### src/rtl/rf_wgt_pp.sv
// rf_wgt_pp: ping-pong weight register file. A shadow bank of K signed
// weights loads serially over valid/ready while the active bank feeds
// the PE array; a swap publishes the shadow bank to the active bank.
// Optional macro RF_WGT_ZMASK_EN enables the per-tap zero mask.
// Ports:
//   clk, rstn            clock, async active-low reset
//   wgt_in/_valid/_ready serial weight load handshake
//   swap, flush          publish request, shadow discard
//   swap_ack             one-cycle pulse when a swap is taken
//   shadow_full          shadow bank holds K words
//   act_valid            active bank holds a published row
//   wgt_act              active taps, tap i at [i*DW +: DW]
//   wgt_zmask            per-tap zero flag of the active bank
module rf_wgt_pp #(
  parameter int DW = 8,
  parameter int K  = 3
) (
  input  logic            clk,
  input  logic            rstn,
  input  logic [DW-1:0]   wgt_in,
  input  logic            wgt_valid,
  output logic            wgt_ready,
  input  logic            swap,
  input  logic            flush,
  output logic            swap_ack,
  output logic            shadow_full,
  output logic            act_valid,
  output logic [DW*K-1:0] wgt_act,
  output logic [K-1:0]    wgt_zmask
);

  localparam int CW = $clog2(K);
  localparam logic [CW-1:0] LP_LAST = CW'(K-1);

  typedef enum logic [1:0] {
    S_EMPTY,
    S_FILL,
    S_FULL
  } state_t;

  state_t               r_state;
  logic [CW-1:0]        r_cnt;
  logic [K-1:0][DW-1:0] r_sh;
  logic [K-1:0][DW-1:0] r_act;
  logic                 r_act_valid;
  logic                 r_swap_ack;
  logic                 r_full;

  logic w_accept;
  logic w_swap_take;

  assign wgt_ready   = (r_state != S_FULL);
  assign w_accept    = wgt_valid & wgt_ready;
  assign w_swap_take = swap & (r_state == S_FULL) & ~flush;

  always_ff @(posedge clk or negedge rstn) begin
    if (!rstn) begin
      r_state     <= S_EMPTY;
      r_cnt       <= '0;
      r_sh        <= '0;
      r_act       <= '0;
      r_act_valid <= 1'b0;
      r_swap_ack  <= 1'b0;
      r_full      <= 1'b0;
    end else begin
      r_swap_ack <= 1'b0;
      // flush outranks swap and accept; the incoming word is dropped
      if (flush) begin
        r_state <= S_EMPTY;
        r_cnt   <= '0;
        r_full  <= 1'b0;
      end else if (w_swap_take) begin
        r_act       <= r_sh;
        r_act_valid <= 1'b1;
        r_swap_ack  <= 1'b1;
        r_state     <= S_EMPTY;
        r_cnt       <= '0;
        r_full      <= 1'b0;
      end else if (w_accept) begin
        for (int i = K-1; i > 0; i--) begin
          r_sh[i] <= r_sh[i-1];
        end
        r_sh[0] <= wgt_in;
        if (r_cnt == LP_LAST) begin
          r_state <= S_FULL;
          r_cnt   <= '0;
          r_full  <= 1'b1;
        end else begin
          r_state <= S_FILL;
          r_cnt   <= r_cnt + CW'(1);
        end
      end
    end
  end

`ifdef RF_WGT_ZMASK_EN
  logic [K-1:0] r_zmask;

  always_ff @(posedge clk or negedge rstn) begin
    if (!rstn) begin
      r_zmask <= '0;
    end else if (w_swap_take) begin
      for (int i = 0; i < K; i++) begin
        r_zmask[i] <= (r_sh[i] == '0);
      end
    end
  end

  assign wgt_zmask = r_zmask;
`else
  assign wgt_zmask = '0;
`endif

  assign wgt_act     = r_act;
  assign act_valid   = r_act_valid;
  assign swap_ack    = r_swap_ack;
  assign shadow_full = r_full;

endmodule

### config.mk
export PLATFORM = sky130hd
export DESIGN_NAME = rf_wgt_pp
export DESIGN_NICKNAME = d
export VERILOG_FILES = /design/src/rtl/rf_wgt_pp.sv
export SDC_FILE = /design/constraint.sdc
export NUM_CORES = 1
export LEC_CHECK = 0
export CORE_UTILIZATION = 52
export CTS_CLUSTER_SIZE = 10
export DETAILED_ROUTE_END_ITERATION = 6
export DONT_BUFFER_PORTS = 1
export HOLD_SLACK_MARGIN = 0.15
export PLACE_DENSITY = 0.7
export SETUP_SLACK_MARGIN = 0.05
export SKIP_LAST_GASP = 1
export SYNTH_ARGS = -nofsm -noshare
export SYNTH_HDL_FRONTEND = slang
export SYNTH_SLANG_ARGS = --single-unit
### constraint.sdc
create_clock -name clk -period 1.6 [get_ports clk]
set_input_delay 0.32 -clock clk [delete_from_list [all_inputs] [get_ports clk]]
set_output_delay 0.32 -clock clk [all_outputs]
set_load 0.005 [all_outputs]
==> metrics.txt <==
# TYPE chip_impl_metric gauge
chip_impl_info{name="run_status",value="finished, violations left"} 1
chip_impl_info{name="violated_checks",value="negative hold slack"} 1
chip_impl_metric{name="via_total_after_detailed_routing",unit=""} 1073
chip_impl_metric{name="synth_seq_cells",unit=""} 55
chip_impl_metric{name="grt_antenna_before_repair",unit=""} 0
chip_impl_metric{name="synth.cell_area",unit="um^2"} 2140
chip_impl_metric{name="post-place-cells",unit=""} 177
chip_impl_metric{name="regToRegSetupSlack",unit="ps"} 30
chip_impl_metric{name="timing.critical_path.fanout_max",unit=""} 6
chip_impl_metric{name="power.total",unit="mW"} 3.02
chip_impl_metric{name="final-hold-violation-count",unit=""} 55
chip_impl_metric{name="power_switching_share",unit=""} 0.221
chip_impl_metric{name="timing.final.crit_share",unit=""} 0.982
chip_impl_metric{name="grt_first_pass_wirelength",unit="um"} 5420
chip_impl_metric{name="postSynthAreaPerCell",unit="um^2"} 16.2
chip_impl_metric{name="vias_in_the_first_global_route",unit=""} 1123
chip_impl_metric{name="antenna_cells",unit=""} 0
chip_impl_metric{name="clock_sinks",unit=""} 55
chip_impl_metric{name="cts.clk_slew.worst_paths",unit="ps"} 80
chip_impl_metric{name="synth_edf_count",unit=""} 0
chip_impl_metric{name="number_of_standard_cells_in_the_layout_taps_in_and_fillers_out",unit=""} 192
chip_impl_info{name="reg_to_reg_endpoint",value="r_state[1]$_DFFE_PN0P_"} 1
chip_impl_metric{name="cts_buffers",unit=""} 5
chip_impl_metric{name="num-fill-cells",unit=""} 285
chip_impl_metric{name="worst_ir_drop_vdd",unit="uV"} 739
chip_impl_info{name="reg2reg_from",value="r_state[1]$_DFFE_PN0P_"} 1
chip_impl_metric{name="areaGrowthSynthToFinish",unit="%"} 14.5
chip_impl_metric{name="clock_latency",unit="ps"} 300
chip_impl_metric{name="clockPowerShare",unit=""} 0.284
chip_impl_metric{name="grt_max_degree",unit=""} 56
chip_impl_metric{name="cts_htree_levels",unit=""} 2
chip_impl_metric{name="yosysSeqAreaShare",unit=""} 0.644
chip_impl_info{name="critical-path-slowest-cell",value="sky130_fd_sc_hd__nor4b_1"} 1
chip_impl_metric{name="pwr-share-comb",unit=""} 0.120
chip_impl_info{name="synth_commonest_cells",value="sky130_fd_sc_hd__dfrtp_1, sky130_fd_sc_hd__mux2_2, sky130_fd_sc_hd__buf_4"} 1
chip_impl_metric{name="period_needed",unit="ps"} 1570
chip_impl_metric{name="die_h",unit="um"} 66.1
chip_impl_metric{name="setup_viol",unit=""} 0
chip_impl_metric{name="placementRows",unit=""} 22
chip_impl_metric{name="critical-path-max-stage-delay",unit="ps"} 530
chip_impl_metric{name="top_level_ports",unit=""} 44
chip_impl_metric{name="rr_worst_depth",unit=""} 5
chip_impl_info{name="synth.most_common_cell",value="sky130_fd_sc_hd__dfrtp_1"} 1
chip_impl_metric{name="drc",unit=""} 0
chip_impl_metric{name="detail_route_antenna_nets",unit=""} 0
chip_impl_metric{name="dr.first_iter.drc_count",unit=""} 62
chip_impl_info{name="cp-start-kind",value="flop"} 1
chip_impl_metric{name="routed_wl",unit="um"} 3590
chip_impl_metric{name="dpl_cell_area",unit="um^2"} 2190
chip_impl_metric{name="grt.overflow.total",unit=""} 0
chip_impl_metric{name="yosys.cell_types.count",unit=""} 20
chip_impl_metric{name="hpwlAfterDp",unit="um"} 2190
chip_impl_metric{name="design_area",unit="um^2"} 2450
chip_impl_metric{name="slew_violations",unit=""} 0
chip_impl_metric{name="grt_util_all_layers",unit=""} 0.178
chip_impl_metric{name="routed_wire_length_per_instance",unit="um"} 18.7
chip_impl_info{name="synthFlopType",value="sky130_fd_sc_hd__dfrtp_1"} 1
chip_impl_metric{name="area.sequential",unit="um^2"} 1380
chip_impl_metric{name="floorplan.initialDensity",unit=""} 0.562
chip_impl_metric{name="tightestPinTransition",unit="ps"} 581
chip_impl_metric{name="clock_tree.buffer_depth",unit=""} 2
chip_impl_metric{name="cellInternalPower",unit="mW"} 2.35
chip_impl_info{name="synth_top_area_cell",value="sky130_fd_sc_hd__dfrtp_1"} 1
chip_impl_metric{name="max-slew-margin-rel",unit=""} 0.607
chip_impl_info{name="cp_cell_sequence",value="nor2b_4, buf_6, buf_4, nor4b_1, o21a_1"} 1
chip_impl_metric{name="port_buffers",unit=""} 0
chip_impl_info{name="clock_tree.root_cell",value="sky130_fd_sc_hd__clkbuf_8"} 1
chip_impl_metric{name="switching_power",unit="mW"} 0.669
chip_impl_metric{name="multi_input_area",unit="um^2"} 748
chip_impl_metric{name="arrival",unit="ps"} 1810
chip_impl_metric{name="final_net_count",unit=""} 157
chip_impl_info{name="rsz0062_at_grt",value="true"} 1
chip_impl_metric{name="yosysTopAreaCellShare",unit=""} 0.644
chip_impl_metric{name="via_per_inst",unit=""} 5.59
chip_impl_metric{name="drv_cap",unit=""} 0
chip_impl_metric{name="fin_hold_ws",unit="ps"} -293
chip_impl_metric{name="place.gp.congestion",unit=""} 0.676
chip_impl_metric{name="cp_data_required_time",unit="ps"} 1840
chip_impl_metric{name="post_synth_inst_count",unit=""} 132
chip_impl_metric{name="area_inside_the_core_boundary",unit="um^2"} 3800
chip_impl_info{name="worstSetupEndpointType",value="flop"} 1
chip_impl_metric{name="final_layout_size_suffix_gt1_frac",unit=""} 0.472
chip_impl_metric{name="detailed_routing_iteration_count_for_the_pre_antenna_repair_pass",unit=""} 4
chip_impl_metric{name="totalNegativeSetupSlack",unit="ps"} 0
chip_impl_metric{name="floorplan.die.width",unit="um"} 66.1
chip_impl_metric{name="timing.fmax",unit="MHz"} 637
chip_impl_metric{name="power.sequential.fraction",unit=""} 0.597
chip_impl_metric{name="synth-warning-count",unit=""} 0
chip_impl_metric{name="worst_clock_skew",unit="ps"} 4.15
chip_impl_metric{name="power_per_cell_area",unit="nW/um^2"} 1240
chip_impl_info{name="hold_path_class",value="input port to async pin"} 1
chip_impl_info{name="tritoncts",value="built"} 1
chip_impl_metric{name="leakagePower",unit="nW"} 1.14
chip_impl_metric{name="async_reset_ff_frac",unit=""} 1.00
chip_impl_info{name="biggest_area_contributors_in_the_synthesized_netlist",value="sky130_fd_sc_hd__dfrtp_1, sky130_fd_sc_hd__mux2_2, sky130_fd_sc_hd__buf_4"} 1
chip_impl_metric{name="dieArea",unit="um^2"} 4370
chip_impl_info{name="setup.worst_path.class",value="flop to flop"} 1
==> registers in the layout, indices dropped and copies added, names as in the netlist <==
signal / flops
r_state: 2
act_valid: 1
swap_ack: 1
shadow_full: 1
r_sh: 24
wgt_act: 24
r_cnt: 2
==> worst max-delay path by stage <==
stage / start / endpoint / slack (ps) / cells past startpoint
final: r_state[1]$_DFFE_PN0P_ / r_state[1]$_DFFE_PN0P_ / 30 / 5
after detailed placement: r_state[0]$_DFFE_PN0P_ / wgt_act[15]$_DFFE_PN0P_ / 50 / 5
after global routing: r_state[1]$_DFFE_PN0P_ / r_sh[1]$_DFFE_PN0P_ / -30 / 5
after floorplan: r_state[0]$_DFFE_PN0P_ / wgt_act[15]$_DFFE_PN0P_ / -40 / 6
after CTS: r_state[0]$_DFFE_PN0P_ / wgt_act[3]$_DFFE_PN0P_ / 30 / 5
after global placement: r_state[1]$_DFFE_PN0P_ / r_sh[13]$_DFFE_PN0P_ / 90 / 5
==> power by group through the flow <==
stage,logic (mW),clock network (mW),registers (mW)
finish,0.361,0.857,1.80
global route,0.396,0.946,1.85
CTS,0.293,0.893,1.80
detailed placement,0.292,0,1.83
global placement,0.273,0,1.81
floorplan,0.261,0,1.77
==> layout make-up <==
type                            count  area share
Timing Repair Buffer               11      0.0593
Multi-Input combinational cell     69       0.306
Sequential cell                    55       0.563
Clock inverter                      2      0.0153
Tap cell                           48      0.0246
Inverter                            2     0.00409
Clock buffer                        5      0.0281
==> layer usage <==
metal | vias to the layer above | share of wire | track usage
met3 | 7 | 0.068 | 0.0586
met4 | 0 | 0.017 | 0.104
met2 | 40 | 0.53 | 0.301
met5 | - | 0 | 0
li1 | 476 | - | -
met1 | 550 | 0.39 | 0.193
==> placed cells by master (no fill, tap or decap) <==
cell | Yosys | routed
sky130_fd_sc_hd__nor4b_1 | 1 | 1
sky130_fd_sc_hd__or4_2 | 1 | 1
sky130_fd_sc_hd__nor3b_4 | 1 | 1
sky130_fd_sc_hd__buf_6 | 3 | 2
sky130_fd_sc_hd__nand4b_1 | 1 | 1
sky130_fd_sc_hd__nor3_4 | 0 | 1
sky130_fd_sc_hd__a21boi_0 | 1 | 1
sky130_fd_sc_hd__clkinvlp_4 | 0 | 1
sky130_fd_sc_hd__mux2_2 | 48 | 35
sky130_fd_sc_hd__o21a_1 | 2 | 2
sky130_fd_sc_hd__dlygate4sd3_1 | 0 | 5
sky130_fd_sc_hd__inv_1 | 1 | 1
sky130_fd_sc_hd__buf_4 | 5 | 1
sky130_fd_sc_hd__a21oi_1 | 4 | 4
sky130_fd_sc_hd__buf_12 | 0 | 2
sky130_fd_sc_hd__mux2_4 | 0 | 13
sky130_fd_sc_hd__dfrtp_1 | 55 | 55
sky130_fd_sc_hd__a21o_2 | 1 | 1
sky130_fd_sc_hd__or2_2 | 1 | 1
sky130_fd_sc_hd__nor3_1 | 1 | 1
sky130_fd_sc_hd__clkbuf_8 | 0 | 5
sky130_fd_sc_hd__bufinv_16 | 0 | 1
sky130_fd_sc_hd__clkbuf_16 | 0 | 1
sky130_fd_sc_hd__nor2b_4 | 0 | 1
sky130_fd_sc_hd__conb_1 | 1 | 3
sky130_fd_sc_hd__o21ai_0 | 2 | 2
sky130_fd_sc_hd__inv_4 | 0 | 1
==> worst max-delay path: cells and delay by family, from the launching register on <==
kind	cells	cell delay [ps]
flops	1	380
simple gates	2	670
compound gates	1	210
buf+inv	2	260
==> cells by family after synthesis <==
family | Yosys count | synth area share
other | 1 | 0.00176
buffers and inverters | 10 | 0.0369
DFF | 55 | 0.644
and+or+nand+nor | 8 | 0.0352
AOI/OAI and AO/OA | 10 | 0.0287
muxes | 48 | 0.253
==> what timing repair did <==
action                                  CTS  global route
hold endpoints to repair                 55            60
buffers inserted                          0             1
pin swaps                                 0             0
gates cloned                              0             2
gates resized for setup                   0            14
endpoints found under the setup margin   17            48
==> per-stage QoR <==
| step | hold WS (ps) | util | setup slack, ps |
|---|---|---|---|
| 3_3_place_gp | 25.8 | 0.577 | 89.3 |
| 4_1_cts | -309 | 0.605 | 30.9 |
| 3_5_place_dp | 25.9 | 0.577 | 48.4 |
| 2_1_floorplan | 24.4 | - | -42.2 |
| 5_1_grt | -322 | 0.644 | -28.5 |
| 6_report | -293 | 0.644 | 29.5 |
(Power assumes the default switching activity.)
